==> src/rtl/wave_warp_filter.sv <==
// wave_warp_filter: 3-stage triangle-wave coordinate warp with per-frame mode/amp shadowing.
// Define WAVE_WARP_ANIMATE_EN to add the per-frame phase accumulator driven by speed_in.
module wave_warp_filter #(
  parameter int PIXEL_WIDTH  = 7,
  parameter int HCOUNT_WIDTH = 11,
  parameter int VCOUNT_WIDTH = 10,
  parameter int WRAP_H       = 240,
  parameter int WRAP_V       = 320,
  parameter int PERIOD_LOG2  = 6,
  parameter int AMP_SHIFT    = 4
) (
  input  logic                    clk_in,
  input  logic                    rst_n_in,
  input  logic [PIXEL_WIDTH-1:0]  data_in,
  input  logic [HCOUNT_WIDTH-1:0] hcount_in,
  input  logic [VCOUNT_WIDTH-1:0] vcount_in,
  input  logic                    data_valid_in,
  input  logic [1:0]              mode_in,
  input  logic [3:0]              amp_in,
  input  logic [PERIOD_LOG2-1:0]  speed_in,
  output logic                    data_valid_out,
  output logic [PIXEL_WIDTH-1:0]  pixel_out,
  output logic [HCOUNT_WIDTH-1:0] hcount_out,
  output logic [VCOUNT_WIDTH-1:0] vcount_out
);
  localparam int PL = PERIOD_LOG2;
  localparam int CW = (HCOUNT_WIDTH > VCOUNT_WIDTH ? HCOUNT_WIDTH : VCOUNT_WIDTH) + PL + 6;
  typedef logic signed [CW-1:0] sw_t;
  localparam sw_t QUARTER = sw_t'(1 << (PL - 2));

  function automatic sw_t wave_prod(input logic [PL-1:0] t, input logic [3:0] amp);
    logic [PL-1:0] tri_w;
    tri_w = t[PL-1] ? ~t : t;
    return (sw_t'(tri_w) - QUARTER) * sw_t'(amp);
  endfunction

  // Coordinates already outside the image are left alone.
  function automatic sw_t warp(input sw_t c, input sw_t prod, input sw_t w);
    sw_t r;
    r = c + (prod >>> AMP_SHIFT);
    return (c >= w) ? c : r[CW-1] ? r + w : (r >= w) ? r - w : r;
  endfunction

  logic                    w_fs;
  logic [PL-1:0]           w_phase;
  logic [1:0]              r_mode;
  logic [3:0]              r_amp;
  logic                    r1_valid, r2_valid;
  logic [PIXEL_WIDTH-1:0]  r1_data, r2_data;
  logic [HCOUNT_WIDTH-1:0] r1_h, r2_h, w_h;
  logic [VCOUNT_WIDTH-1:0] r1_v, r2_v, w_v;
  logic [PL-1:0]           r1_tv, r1_th;
  logic [1:0]              r2_mode;
  sw_t                     r2_pv, r2_ph;

  assign w_fs = data_valid_in && hcount_in == '0 && vcount_in == '0;

`ifdef WAVE_WARP_ANIMATE_EN
  logic [PL-1:0] r_phase;
  assign w_phase = w_fs ? r_phase + speed_in : r_phase;
  always_ff @(posedge clk_in or negedge rst_n_in)
    if (!rst_n_in) r_phase <= '0;
    else r_phase <= w_phase;
`else
  logic w_unused_speed;
  assign w_unused_speed = ^speed_in;
  assign w_phase = '0;
`endif

  assign w_v = VCOUNT_WIDTH'(warp(sw_t'(r2_v), r2_pv, sw_t'(WRAP_V)));
  assign w_h = HCOUNT_WIDTH'(warp(sw_t'(r2_h), r2_ph, sw_t'(WRAP_H)));

  always_ff @(posedge clk_in or negedge rst_n_in)
    if (!rst_n_in) begin
      r_mode         <= '0;
      r_amp          <= '0;
      r1_valid       <= 1'b0;
      r1_data        <= '0;
      r1_h           <= '0;
      r1_v           <= '0;
      r1_tv          <= '0;
      r1_th          <= '0;
      r2_valid       <= 1'b0;
      r2_data        <= '0;
      r2_h           <= '0;
      r2_v           <= '0;
      r2_mode        <= '0;
      r2_pv          <= '0;
      r2_ph          <= '0;
      data_valid_out <= 1'b0;
      pixel_out      <= '0;
      hcount_out     <= '0;
      vcount_out     <= '0;
    end else begin
      r_mode         <= w_fs ? mode_in : r_mode;
      r_amp          <= w_fs ? amp_in : r_amp;
      r1_valid       <= data_valid_in;
      r1_data        <= data_in;
      r1_h           <= hcount_in;
      r1_v           <= vcount_in;
      r1_tv          <= hcount_in[PL-1:0] + w_phase;
      r1_th          <= vcount_in[PL-1:0] + w_phase;
      r2_valid       <= r1_valid;
      r2_data        <= r1_data;
      r2_h           <= r1_h;
      r2_v           <= r1_v;
      r2_mode        <= r_mode;
      r2_pv          <= wave_prod(r1_tv, r_amp);
      r2_ph          <= wave_prod(r1_th, r_amp);
      data_valid_out <= r2_valid;
      pixel_out      <= r2_data;
      hcount_out     <= !r2_valid ? '0 : r2_mode[1] ? w_h : r2_h;
      vcount_out     <= !r2_valid ? '0 : r2_mode[0] ? w_v : r2_v;
    end
endmodule
==> config.mk <==
export PLATFORM = sky130hd
export DESIGN_NAME = wave_warp_filter
export DESIGN_NICKNAME = d
export VERILOG_FILES = /design/src/rtl/wave_warp_filter.sv
export SDC_FILE = /design/constraint.sdc
export NUM_CORES = 1
export LEC_CHECK = 0
export ABC_AREA = 1
export BUFFER_PORTS_ARGS = -buffer_cell sky130_fd_sc_hd__buf_2
export CAP_MARGIN = 40
export CORE_MARGIN = 3
export CORE_UTILIZATION = 30
export DETAILED_ROUTE_END_ITERATION = 12
export GPL_TIMING_DRIVEN = 0
export PLACE_DENSITY = 0.51
export SYNTH_ARGS = -nofsm -noshare
export SYNTH_HDL_FRONTEND = slang
export SYNTH_SLANG_ARGS = --single-unit
==> constraint.sdc <==
create_clock -name clk_in -period 4.98 [get_ports clk_in]
set_input_delay 0.747 -clock clk_in [delete_from_list [all_inputs] [get_ports clk_in]]
set_output_delay 0.747 -clock clk_in [all_outputs]
set_load 0.01 [all_outputs]
==> impl_metrics.json <==
{
  "n_antenna_cell": 0,
  "routed_via_density": 4.377,
  "grt_start_max_net_pins": 84,
  "reg2reg_slack_ps": 1200,
  "slowest_delay_ps": 540,
  "crit_path_max_fanout": 5,
  "layout.cells.non_filler": 1184,
  "cp.required_ps": 5250,
  "grt_pass1_wl_um": 25050,
  "grt_use_total_pct": 12.07,
  "finalMaxSlewViolations": 0,
  "reg2reg_to": "r2_ph[10]",
  "switching_share_pct": 25.77,
  "pre_cts_ws_ps": 1188,
  "cts_resized": 0,
  "synth_cell_types": 49,
  "ys_seq_area_share_pct": 39.57,
  "synth_flop_cell": "dfrtp_1",
  "endpoint_kind": "flip-flop",
  "p_per_area_nw_per_um2": 226.9,
  "clk_pin_slew_ps": 80,
  "core_area_um2": 22850,
  "synth_edf_count": 0,
  "avgSynthCellArea_um2": 8.898,
  "ant_nets": 0,
  "ff_latch_area_um2": 2778,
  "multi_input_area_um2": 3689,
  "grt_pass1_vias": 5054,
  "tns_ps": 0,
  "drt_first_pass_iters": 4,
  "fin_util_pct": 35.35,
  "worstPathArrival_ps": 4050,
  "setup_slack_ps": 1204,
  "r2r_start": "r1_v[5]",
  "maxCapViolations": 0,
  "cts_sinks": 111,
  "portBuffers": 65,
  "p_switching_mw": 0.4723,
  "cts_buffers": 9,
  "crit_cells": 17,
  "fin_nets": 997,
  "initial_core_util_pct": 30.73,
  "yosys_warnings": 0,
  "drive_above_1_share_pct": 16.30,
  "run_status": "completed",
  "p_int_mw": 1.360,
  "cts_tree": "done",
  "ys_top_cells_by_area": "dfrtp_1, ha_1, nand2_1",
  "synth_top_area_share_pct": 39.57,
  "antenna_found_initial": 0,
  "rsz0062_at_grt": "false",
  "startpoint_type": "flip-flop",
  "max-clock-path-buffers": 2,
  "root_buffer": "clkbuf_16",
  "area_delta_synth_final_pct": 15.04,
  "cp_slowest_cell": "fa_1",
  "rows": 55,
  "critical-path-top-delay-family": "adder cells",
  "combPwrFrac_pct": 8.9,
  "gr-total-overflow": 0,
  "fmax_mhz": 264.8,
  "leakage_nw": 4.427,
  "io_pins": 72,
  "synth-seq-cells": 111,
  "p_clk_share_pct": 39.0,
  "relSlewSlack_pct": 48.49,
  "die-width_um": 159.0,
  "yosysTopAreaCell": "dfrtp_1",
  "reg2reg_depth": 17,
  "hold_viol": 0,
  "finalSetupViolations": 0,
  "num-fill-cells": 2383,
  "synth_area_um2": 7020,
  "synthesis.nets": 920,
  "min_path_type": "input pin to asynchronous set/reset pin",
  "place_inst": 1168,
  "postCtsSetupRepairBufs": 0,
  "peakVddDrop_v": 0.0001300,
  "critical_path.cell_chain": "buf_4 > xnor2_1 > nor2_1 > ha_1 > fa_1 > inv_1 > fa_1 > inv_1 > ha_1 > nand2_1 > a21oi_1 > a211oi_1 > o21ai_2 > nand3_1 > nand2_1 > a21oi_1 > xnor2_1",
  "wire_per_inst_um": 12.36,
  "async_flop_share_pct": 100.0,
  "dieArea_um2": 25270,
  "num_vias": 5182,
  "fin_skew_ps": 11.13,
  "gp_congestion": 0.8310,
  "p_seq_share_pct": 52.1,
  "finalWirelength_um": 14630,
  "die_h_um": 159.0,
  "insertion_delay_ps": 350,
  "dr.first_iter.drc_count": 225,
  "p_total_mw": 1.833,
  "drc": 0,
  "finalCriticalPeriod_ps": 3776,
  "htreeDepth": 3,
  "netlist_instances": 789,
  "critPathKind": "flip-flop to flip-flop",
  "fin_crit_sh_pct": 75.82,
  "dp_hpwl_um": 12090,
  "ctsHoldBuffers": 0,
  "tightest_slew_ps": 769.8,
  "critPathBufInv": 3
}
## area by class of cell
| type | count | area share, % |
|---|---|---|
| plain buffers | 5 | 0.4183 |
| clock buffers | 10 | 2.959 |
| clock inverters | 6 | 0.8211 |
| inverters | 138 | 6.445 |
| multi-input cells | 535 | 45.67 |
| flip-flops and latches | 111 | 34.39 |
| well taps | 313 | 4.849 |
| repair buffers | 66 | 4.446 |
## cells in the mapped netlist (2+ instances only)
master and count:
a21o_1 6, a21oi_1 35, nand2_1 145, a21oi_2 3, clkbuf_1 2, ha_1 64
nor4_1 5, nand3_2 10, nor3_1 3, o21ai_0 20, fa_1 24, o21ai_2 2
dfrtp_1 111, nand3_1 42, a211oi_1 2, nand3_4 3, nand2_2 18, and2_1 2
nand4_1 13, xor2_1 17, mux2_2 6, a31oi_1 4, inv_2 2, xnor2_1 13
nand2_4 2, inv_1 132, nor2_1 69, clkinv_1 3, or4_1 2, nand3b_1 3
nor2_2 2, o21ai_1 2, or2_2 2, nand4_2 2, o211ai_1 2, buf_4 2
nor2_4 2
## logic make-up (layout without fill, tap and decap cells)
group,count (synthesis),count (layout),synth area share (%)
adder cells (fa/ha/maj),88,88,18.25
flip-flops,111,111,39.57
buffers and inverters,143,225,7.895
multiplexers,7,7,1.105
AND/OR/NAND/NOR,328,328,22.62
XOR/XNOR,30,30,3.743
AO/OA/AOI/OAI,82,82,6.826
## power groups by stage
stage	sequential [mW]	clock, mW	combinational, mW
after CTS	0.956	0.749	0.167
after floorplan	0.973	0	0.0863
final	0.955	0.715	0.163
after detailed placement	0.974	0	0.166
after global routing	0.960	0.786	0.186
after global placement	0.974	0	0.163
## routing by layer
layer / global-route usage, % / part of all wire (%) / vias to the layer above
met4: 3.064 / 1.5 / 0
met5: 0 / 0 / -
met2: 18.40 / 44 / 67
met1: 17.58 / 51 / 2436
met3: 2.497 / 3.6 / 10
li1: - / - / 2669
## placed cells by master (no fill, tap or decap), types with 3 or more instances in the layout
master     instances
a21oi_1           35
inv_1            132
nand2_1          145
xnor2_1           13
o21ai_0           20
nor4_1             5
dfrtp_1          111
fa_1              24
nand4_1           13
clkbuf_16          9
a21oi_2            3
nand3_4            3
buf_2             64
nand3b_1           3
nor2_1            69
xor2_1            17
nand3_1           42
a21o_1             6
nand2_2           18
nor3_1             3
ha_1              64
mux2_2             6
clkinv_1           3
a31oi_1            4
nand3_2           10
## worst reg2reg max path, stage by stage (launching register included)
cell      delay [ps]
dfrtp_1          380
buf_4            160
xnor2_1          320
nor2_1            80
ha_1             320
fa_1             540
inv_1             50
fa_1             520
inv_1             40
ha_1             320
nand2_1           80
a21oi_1           60
a211oi_1         220
o21ai_2          130
nand3_1          110
nand2_1           80
a21oi_1          160
xnor2_1          130
## metrics by stage
step	area (um^2)	hold slack, ps
final	8077	253.4
after global placement	7737	331.5
after CTS	8077	243.7
after detailed placement	7771	334.7
after floorplan	7020	331.2
after global routing	8077	248.2
## sequential cells by signal, indices dropped and copies added (netlist names)
| register | cells |
|---|---|
| r_amp | 4 |
| r1_data | 7 |
| r1_valid | 1 |
| r2_valid | 1 |
| r2_pv | 8 |
| r2_ph | 8 |
| r_mode | 2 |
| pixel_out | 7 |
| r2_mode | 2 |
| r1_v | 10 |
| data_valid_out | 1 |
| vcount_out | 10 |
| r1_h | 11 |
| r2_v | 10 |
| r2_data | 7 |
| r2_h | 11 |
| hcount_out | 11 |
## worst max path at each step
stage | slack [ps] | endpoint | start
6_report | 1200 | r2_ph[10] | r1_v[5]
5_1_grt | 880 | r2_ph[10] | r1_v[5]
4_1_cts | 1150 | r2_ph[11] | r1_v[5]
3_5_place_dp | 1190 | r2_ph[10] | r1_v[5]
3_3_place_gp | 1170 | r2_ph[10] | r1_v[5]
2_1_floorplan | 1450 | r2_ph[10] | r1_v[5]
(Power assumes the default switching activity.)
